**config.mk**
```make
export PLATFORM = sky130hd
export DESIGN_NAME = spi_bus_slave
export DESIGN_NICKNAME = d
export VERILOG_FILES = /design/src/rtl/spi_bus_slave.sv
export SDC_FILE = /design/constraint.sdc
export NUM_CORES = 1
export LEC_CHECK = 0
export CELL_PAD_IN_SITES_DETAIL_PLACEMENT = 0
export CELL_PAD_IN_SITES_GLOBAL_PLACEMENT = 1
export CORE_UTILIZATION = 47
export DETAILED_ROUTE_END_ITERATION = 8
export GPL_TIMING_DRIVEN = 0
export MAX_ROUTING_LAYER = met4
export PLACE_DENSITY_LB_ADDON = 0.1
export REMOVE_ABC_BUFFERS = 1
export SYNTH_ARGS = -nofsm -noshare
export SYNTH_HDL_FRONTEND = slang
export SYNTH_SLANG_ARGS = --single-unit
```
**constraint.sdc**
```tcl
create_clock -name i_clk -period 4.33 [get_ports i_clk]
set_input_delay 0.866 -clock i_clk [delete_from_list [all_inputs] [get_ports i_clk]]
set_output_delay 0.866 -clock i_clk [all_outputs]
set_load 0.01 [all_outputs]
```
**src/rtl/spi_bus_slave.sv**
```systemverilog
// SPI mode-0 slave bridging host frames (command byte + data bytes) onto a parallel register bus.
// Define SPI_AUTOINC_EN to advance the bus address after every data byte within a frame.
module spi_bus_slave (
  input  logic       i_clk,
  input  logic       i_rst_n,
  input  logic       i_spi_cs_n,
  input  logic       i_spi_sck,
  input  logic       i_spi_mosi,
  output logic       o_spi_miso,
  output logic       o_wr_n,
  output logic       o_rd_n,
  output logic [6:0] o_addr,
  output logic [7:0] o_data,
  input  logic [7:0] i_data
);

  typedef enum logic [1:0] {StIdle, StCmd, StData} state_e;

  state_e      state_q, state_d;
  logic [1:0]  cs_sync_q, sck_sync_q, mosi_sync_q;
  logic        cs_prev_q, sck_prev_q;
  logic [2:0]  bit_cnt_q, bit_cnt_d;
  logic [6:0]  rx_shift_q, rx_shift_d;
  logic        is_read_q, is_read_d;
  logic [6:0]  frame_addr_q, frame_addr_d;
  logic [7:0]  tx_shift_q, tx_shift_d;
  logic        miso_q, miso_d;
  logic        wr_n_q, wr_n_d;
  logic        rd_n_q, rd_n_d;
  logic [6:0]  addr_q, addr_d;
  logic [7:0]  data_q, data_d;

  logic        cs_s, cs_fall, cs_rise;
  logic        sck_rise, sck_fall;
  logic        mosi_s;
  logic [7:0]  rx_byte;

  function automatic logic [6:0] next_addr(input logic [6:0] a);
`ifdef SPI_AUTOINC_EN
    return a + 7'd1;
`else
    return a;
`endif
  endfunction

  assign cs_s     = cs_sync_q[1];
  assign cs_fall  = cs_prev_q & ~cs_s;
  assign cs_rise  = ~cs_prev_q & cs_s;
  assign sck_rise = sck_sync_q[1] & ~sck_prev_q;
  assign sck_fall = ~sck_sync_q[1] & sck_prev_q;
  assign mosi_s   = mosi_sync_q[1];
  assign rx_byte  = {rx_shift_q, mosi_s};

  // CS copies reset low so a frame already in progress at reset release is not seen as a new fall.
  always_ff @(posedge i_clk or negedge i_rst_n) begin
    if (!i_rst_n) begin
      cs_sync_q   <= 2'b00;
      sck_sync_q  <= 2'b00;
      mosi_sync_q <= 2'b00;
      cs_prev_q   <= 1'b0;
      sck_prev_q  <= 1'b0;
    end else begin
      cs_sync_q   <= {cs_sync_q[0], i_spi_cs_n};
      sck_sync_q  <= {sck_sync_q[0], i_spi_sck};
      mosi_sync_q <= {mosi_sync_q[0], i_spi_mosi};
      cs_prev_q   <= cs_s;
      sck_prev_q  <= sck_sync_q[1];
    end
  end

  always_comb begin
    state_d      = state_q;
    bit_cnt_d    = bit_cnt_q;
    rx_shift_d   = rx_shift_q;
    is_read_d    = is_read_q;
    frame_addr_d = frame_addr_q;
    tx_shift_d   = tx_shift_q;
    miso_d       = miso_q;
    wr_n_d       = 1'b1;
    rd_n_d       = 1'b1;
    addr_d       = addr_q;
    data_d       = data_q;

    // Read data is sampled while the read strobe is on the bus.
    if (!rd_n_q) begin
      tx_shift_d = i_data;
    end

    unique case (state_q)
      StIdle: begin
        miso_d = 1'b0;
        if (cs_fall) begin
          state_d    = StCmd;
          bit_cnt_d  = 3'd0;
          rx_shift_d = 7'd0;
        end
      end
      StCmd: begin
        miso_d = 1'b0;
        if (sck_rise) begin
          bit_cnt_d  = bit_cnt_q + 3'd1;
          rx_shift_d = rx_byte[6:0];
          if (bit_cnt_q == 3'd7) begin
            state_d   = StData;
            is_read_d = rx_byte[7];
            if (rx_byte[7]) begin
              rd_n_d       = 1'b0;
              addr_d       = rx_byte[6:0];
              frame_addr_d = next_addr(rx_byte[6:0]);
            end else begin
              frame_addr_d = rx_byte[6:0];
            end
          end
        end
      end
      StData: begin
        if (sck_rise) begin
          bit_cnt_d  = bit_cnt_q + 3'd1;
          rx_shift_d = rx_byte[6:0];
          if (bit_cnt_q == 3'd7) begin
            addr_d       = frame_addr_q;
            frame_addr_d = next_addr(frame_addr_q);
            if (is_read_q) begin
              rd_n_d = 1'b0;
            end else begin
              wr_n_d = 1'b0;
              data_d = rx_byte;
            end
          end
        end
        if (sck_fall && is_read_q) begin
          miso_d     = tx_shift_q[7];
          tx_shift_d = {tx_shift_q[6:0], 1'b0};
        end
      end
      default: state_d = StIdle;
    endcase

    // CS rise wins over any byte completing in the same cycle.
    if (cs_rise) begin
      state_d      = StIdle;
      wr_n_d       = 1'b1;
      rd_n_d       = 1'b1;
      miso_d       = 1'b0;
      addr_d       = addr_q;
      data_d       = data_q;
      frame_addr_d = frame_addr_q;
    end
  end

  always_ff @(posedge i_clk or negedge i_rst_n) begin
    if (!i_rst_n) begin
      state_q      <= StIdle;
      bit_cnt_q    <= 3'd0;
      rx_shift_q   <= 7'd0;
      is_read_q    <= 1'b0;
      frame_addr_q <= 7'd0;
      tx_shift_q   <= 8'd0;
      miso_q       <= 1'b0;
      wr_n_q       <= 1'b1;
      rd_n_q       <= 1'b1;
      addr_q       <= 7'd0;
      data_q       <= 8'd0;
    end else begin
      state_q      <= state_d;
      bit_cnt_q    <= bit_cnt_d;
      rx_shift_q   <= rx_shift_d;
      is_read_q    <= is_read_d;
      frame_addr_q <= frame_addr_d;
      tx_shift_q   <= tx_shift_d;
      miso_q       <= miso_d;
      wr_n_q       <= wr_n_d;
      rd_n_q       <= rd_n_d;
      addr_q       <= addr_d;
      data_q       <= data_d;
    end
  end

  assign o_spi_miso = miso_q;
  assign o_wr_n     = wr_n_q;
  assign o_rd_n     = rd_n_q;
  assign o_addr     = addr_q;
  assign o_data     = data_q;

endmodule

```
# == Word level (Yosys, flattened, before mapping) ==
# Index checks and enable logic that the tools add are counted.
# op_classes
n_shift,0
multipliers,0
div,0
reduce_logical,14
n_mux,36
bitwise,10
n_eq_ne,15
n_addsub,1
magnitude_cmp,0
# ops
op,n
2-to-1 mux 7 bit,7
one-hot mux 7 bit (2 select lines),2
2-to-1 mux 8 bit,3
2-to-1 mux 1 bit,14
"inequality test 2 bit, second input constant",7
"inequality test 3 bit, second input constant",4
2-to-1 mux 2 bit,4
AND reduction 4 bit,2
AND reduction 7 bit,1
2-to-1 mux 3 bit,2
inverter 1 bit,6
one-hot mux 2 bit (3 select lines),1
one-hot mux 3 bit (2 select lines),1
AND reduction 3 bit,2
AND reduction 5 bit,1
bitwise AND 1 bit,4
one-hot mux 1 bit (2 select lines),2
nonzero test 2 bit,2
OR reduction 2 bit,2
"adder 3 x 1 -> 3 bit, second input constant",1
"equality test 3 bit, second input constant",1
nonzero test 3 bit,1
"equality test 2 x 1 -> 1 bit, second input constant",1
"equality test 2 bit, second input constant",1
other kinds (4),4
# word_totals
wordCells,92
ram_bits,0
out_inout_bits,18
n_memories,0
latchBits,0
ff_bits,54
mem_bits_ro,0

# == Depth between registers and ports, before layout ==
# depth
ltp_word,6
ltp_mapped,7
mapped_depth_nobuf,5

# == Worst setup path after synthesis ==
# OpenSTA, ideal clock, no wires.
# synth_path
path_kind,reg2reg
startpoint,reg state_q[0]
endpoint,reg data_q[0] (netlist: o_data[0])
setup_ps,125
path_stages_with_launch,8
t_arrival_ps,1624
n_path_buf,2
required_ps,4205
path_slack_ps,2581
synth_period_minus_slack_ps,1749
cell_sequence,dfrtp_1 inv_1 ha_1 buf_4 nand2b_1 or3_1 buf_6 mux2_4
# synth_via
elab_chain_cells,2
# synth_rtl
item,line_no,rtl
start: declaration,19,"state_e state_q, state_d;"
start signal: assignment,153,state_q <= StIdle;
start signal: assignment,165,state_q <= state_d;
equality test 2 bit,89,unique case (state_q)
AND reduction 5 bit (no source line),-,
end signal: assignment,175,data_q <= data_d;
end: declaration,31,"logic [7:0] data_q, data_d;"
# Every way passes these cells.
# A chain may end at the register's enable or synchronous reset.

# == Final worst setup path ==
# layout_path
startpoint,reg state_q[0]
endpoint,reg data_q[5] (netlist: o_data[5])
# Same word-level chain as after synthesis.

==> impl_metrics.ini <==
[status]
status = finished, final reports clean

[timing]
hold_slack_ns = 0.362
rsz0062_at_grt = false
maxSlewHeadroom_pct = 53.6
tightest_slew_ns = 0.692
finalCritPeriodShare_pct = 57.5
finalSetupViolCount = 0
fmax_mhz = 402
fin_tns_setup_ns = 0
hold_viol = 0
finalMaxSlewViolations = 0
fin_skew_ns = 0.0111
fin_crit_ns = 2.49

[place]
port_buffers = 30
dp.cells = 285
post-dp-hpwl_um = 3000
gp_congestion = 0.758

[setup_path]
start_kind = flop
slowest_delay_ns = 0.64
reg2reg_from = state_q[0]$_DFFE_PN0P_
critPathMaxFanout = 18
slowest_stage = or3_1
cp_top_family = simple AND/OR/NAND/NOR gates
crit_arrival_ns = 2.69
required_ns = 4.53
critPathBufInv = 1
critPathKind = reg2reg
path_cells = inv_1, ha_1, nand2b_1, or3_1, mux2_4
crit_path_end_kind = flop
cp-startpoint = state_q[0]$_DFFE_PN0P_

[cts]
clkLatencyLatePin_ns = 0.31
clockRootBuffer = clkbuf_8
post_cts_buffers = 0
path_clk_slew_ns = 0.10
cts_tree = done
clock-sinks = 54
cts.repair.resized = 0
cts_buffer_depth = 2
ctsHoldBuffers = 0
h-tree-depth = 2
numCtsBuffers = 5

[layout]
area_growth_pct = 19.6
fin_nets = 247
utilization_pct = 59.7
n_fill_cell = 427
drive_above_1_share_pct = 18.6
final_cells = 293
antenna_cells = 0

[hold_path]
worstHoldStart = cs_sync_q[0]$_DFF_PN0_
min-delay-path-class = reg2reg

[floorplan]
die_y_um = 73.5
die_area_um2 = 5400
rows = 25
initial_utilization_pct = 49.9
die_x_um = 73.5
ios = 31
coreArea_um2 = 4820

[grt]
grtUsageTotal_pct = 18.9
grt_max_degree = 31
grt_pass1_vias = 1550
antenna_found_initial = 0
grt-ovfl-total = 0
grt_pass1_wl_um = 7280

[power]
p_total_mw = 1.18
ir_worst_vdd_mv = 0.236
power_density_nw_per_um2 = 410
leakagePower_nw = 1.38

[run]
cap_violations = 0

[synth]
ys_types = 27
syn_avg_cell_area_um2 = 12.4
ys_seq_elements = 54
synthCells = 193
yosysSeqAreaShare_pct = 56.4
yosys_warnings = 0
syn_area_um2 = 2400

[detailed_routing]
vias = 1499
routedWlPerCell_um = 14.7
drt_first_pass_iters = 4
route.met3.wl_um = 149
wl_met1_um = 2050
drtAntennaViolNets = 0
routed_wl_um = 4320
post-route-drc-count = 0
wl_met2_um = 2050
viasPerCell = 5.12
drtIter0Drc = 77
top_layer_used = met4
flip-flops by register name, indices dropped and copies added (netlist names), 2 cells and up:
name,cells
bit_cnt_q,3
cs_sync_q,2
frame_addr_q,7
mosi_sync_q,2
o_addr,7
o_data,8
rx_shift_q,7
sck_sync_q,2
state_q,2
tx_shift_q,8
report_power, final:
group          switching [mW]  internal [mW]
combinational           0.126          0.127
clock                   0.164          0.132
sequential             0.0551          0.575
worst paths after layout:
check                                         end  slack, ns  cells past startpoint
min                        cs_sync_q[1]$_DFF_PN0_       0.36                      0
min reg2reg                cs_sync_q[1]$_DFF_PN0_       0.36                      0
max                         o_data[5]$_DFFE_PN0P_       1.84                      5
max in group asynchronous        o_rd_n$_DFF_PN1_       3.15                      2
max reg2reg                 o_data[5]$_DFFE_PN0P_       1.84                      5
min in group asynchronous   o_addr[2]$_DFFE_PN0P_       0.54                      1
cells in the mapped netlist:
cell / number / share of area, %
dfstp_2: 2 / 2.2
nand4b_1: 3 / 1.1
inv_1: 16 / 2.5
nor4b_1: 1 / 0.36
buf_6: 1 / 0.47
a21oi_1: 9 / 1.9
nor2b_1: 1 / 0.26
nor3_2: 1 / 0.42
a221oi_1: 1 / 0.36
o22ai_1: 1 / 0.26
nand2b_1: 3 / 0.78
ha_1: 9 / 4.7
nor2_1: 8 / 1.3
or4b_2: 2 / 0.83
nand2_1: 17 / 2.7
a31oi_1: 2 / 0.52
clkbuf_1: 4 / 0.62
and3b_1: 1 / 0.36
dfrtp_1: 52 / 54
o21ai_0: 9 / 1.9
buf_4: 2 / 0.62
nand3b_1: 2 / 0.62
mux2i_1: 19 / 7.9
or3_1: 2 / 0.52
nor2_2: 1 / 0.26
mux2_2: 16 / 7.5
mux2_4: 8 / 5.0
worst reg2reg max path: cells and delay by family (launching register included):
| family | cells | cell delay, ns |
|---|---|---|
| buffers and inverters | 1 | 0.13 |
| and+or+nand+nor | 2 | 0.89 |
| muxes | 1 | 0.40 |
| adders and majority gates | 1 | 0.56 |
| DFF | 1 | 0.41 |
through the flow:
| step | setup WS (ns) | instance area, um2 |
|---|---|---|
| 6_report | 1.84 | 2870 |
| 5_1_grt | 1.64 | 2870 |
| 4_1_cts | 1.85 | 2870 |
| 3_5_place_dp | 1.87 | 2770 |
| 3_3_place_gp | 0.909 | 2750 |
| 2_1_floorplan | 1.73 | 2360 |
layout by cell type, fill, tap and decap left out, types with 2 or more instances in the layout:
| cell type | count |
|---|---|
| nand4b_1 | 3 |
| dfrtp_1 | 52 |
| a31oi_1 | 2 |
| nand3b_1 | 2 |
| or4b_2 | 2 |
| nand2_1 | 17 |
| mux2_2 | 16 |
| inv_1 | 16 |
| clkbuf_8 | 6 |
| clkdlybuf4s50_1 | 29 |
| dfstp_2 | 2 |
| or3_1 | 2 |
| nand2b_1 | 3 |
| o21ai_0 | 9 |
| mux2_4 | 8 |
| nor2_1 | 8 |
| clkinv_4 | 2 |
| mux2i_1 | 19 |
| ha_1 | 9 |
| a21oi_1 | 9 |
metal layers:
metal,vias up,global-route usage [%]
li1,718,-
met1,747,24.8
met2,24,28.1
met3,10,4.12
met4,0,8.33
met5,-,-
cell type report:
class | instances | area (um2) | share of cell area [%]
timing repair buffer | 32 | 323 | 11.2
clock inverter | 2 | 17.5 | 0.609
tap | 67 | 83.8 | 2.92
multi-input combinational | 116 | 953 | 33.2
inverter | 16 | 60.1 | 2.09
clock buffer | 6 | 82.6 | 2.87
sequential | 54 | 1350 | 47.1
kinds of logic (layout without fill, tap and decap cells):
kind of cell,after synthesis,count (layout),share of synthesized area (%)
buf+inv,23,56,4.22
fa+ha+maj,9,9,4.69
mux,43,43,20.4
simple gates,42,42,9.43
compound gates,22,22,4.90
flops,54,54,56.4
Note: power is estimated with default switching activity, not from simulation.
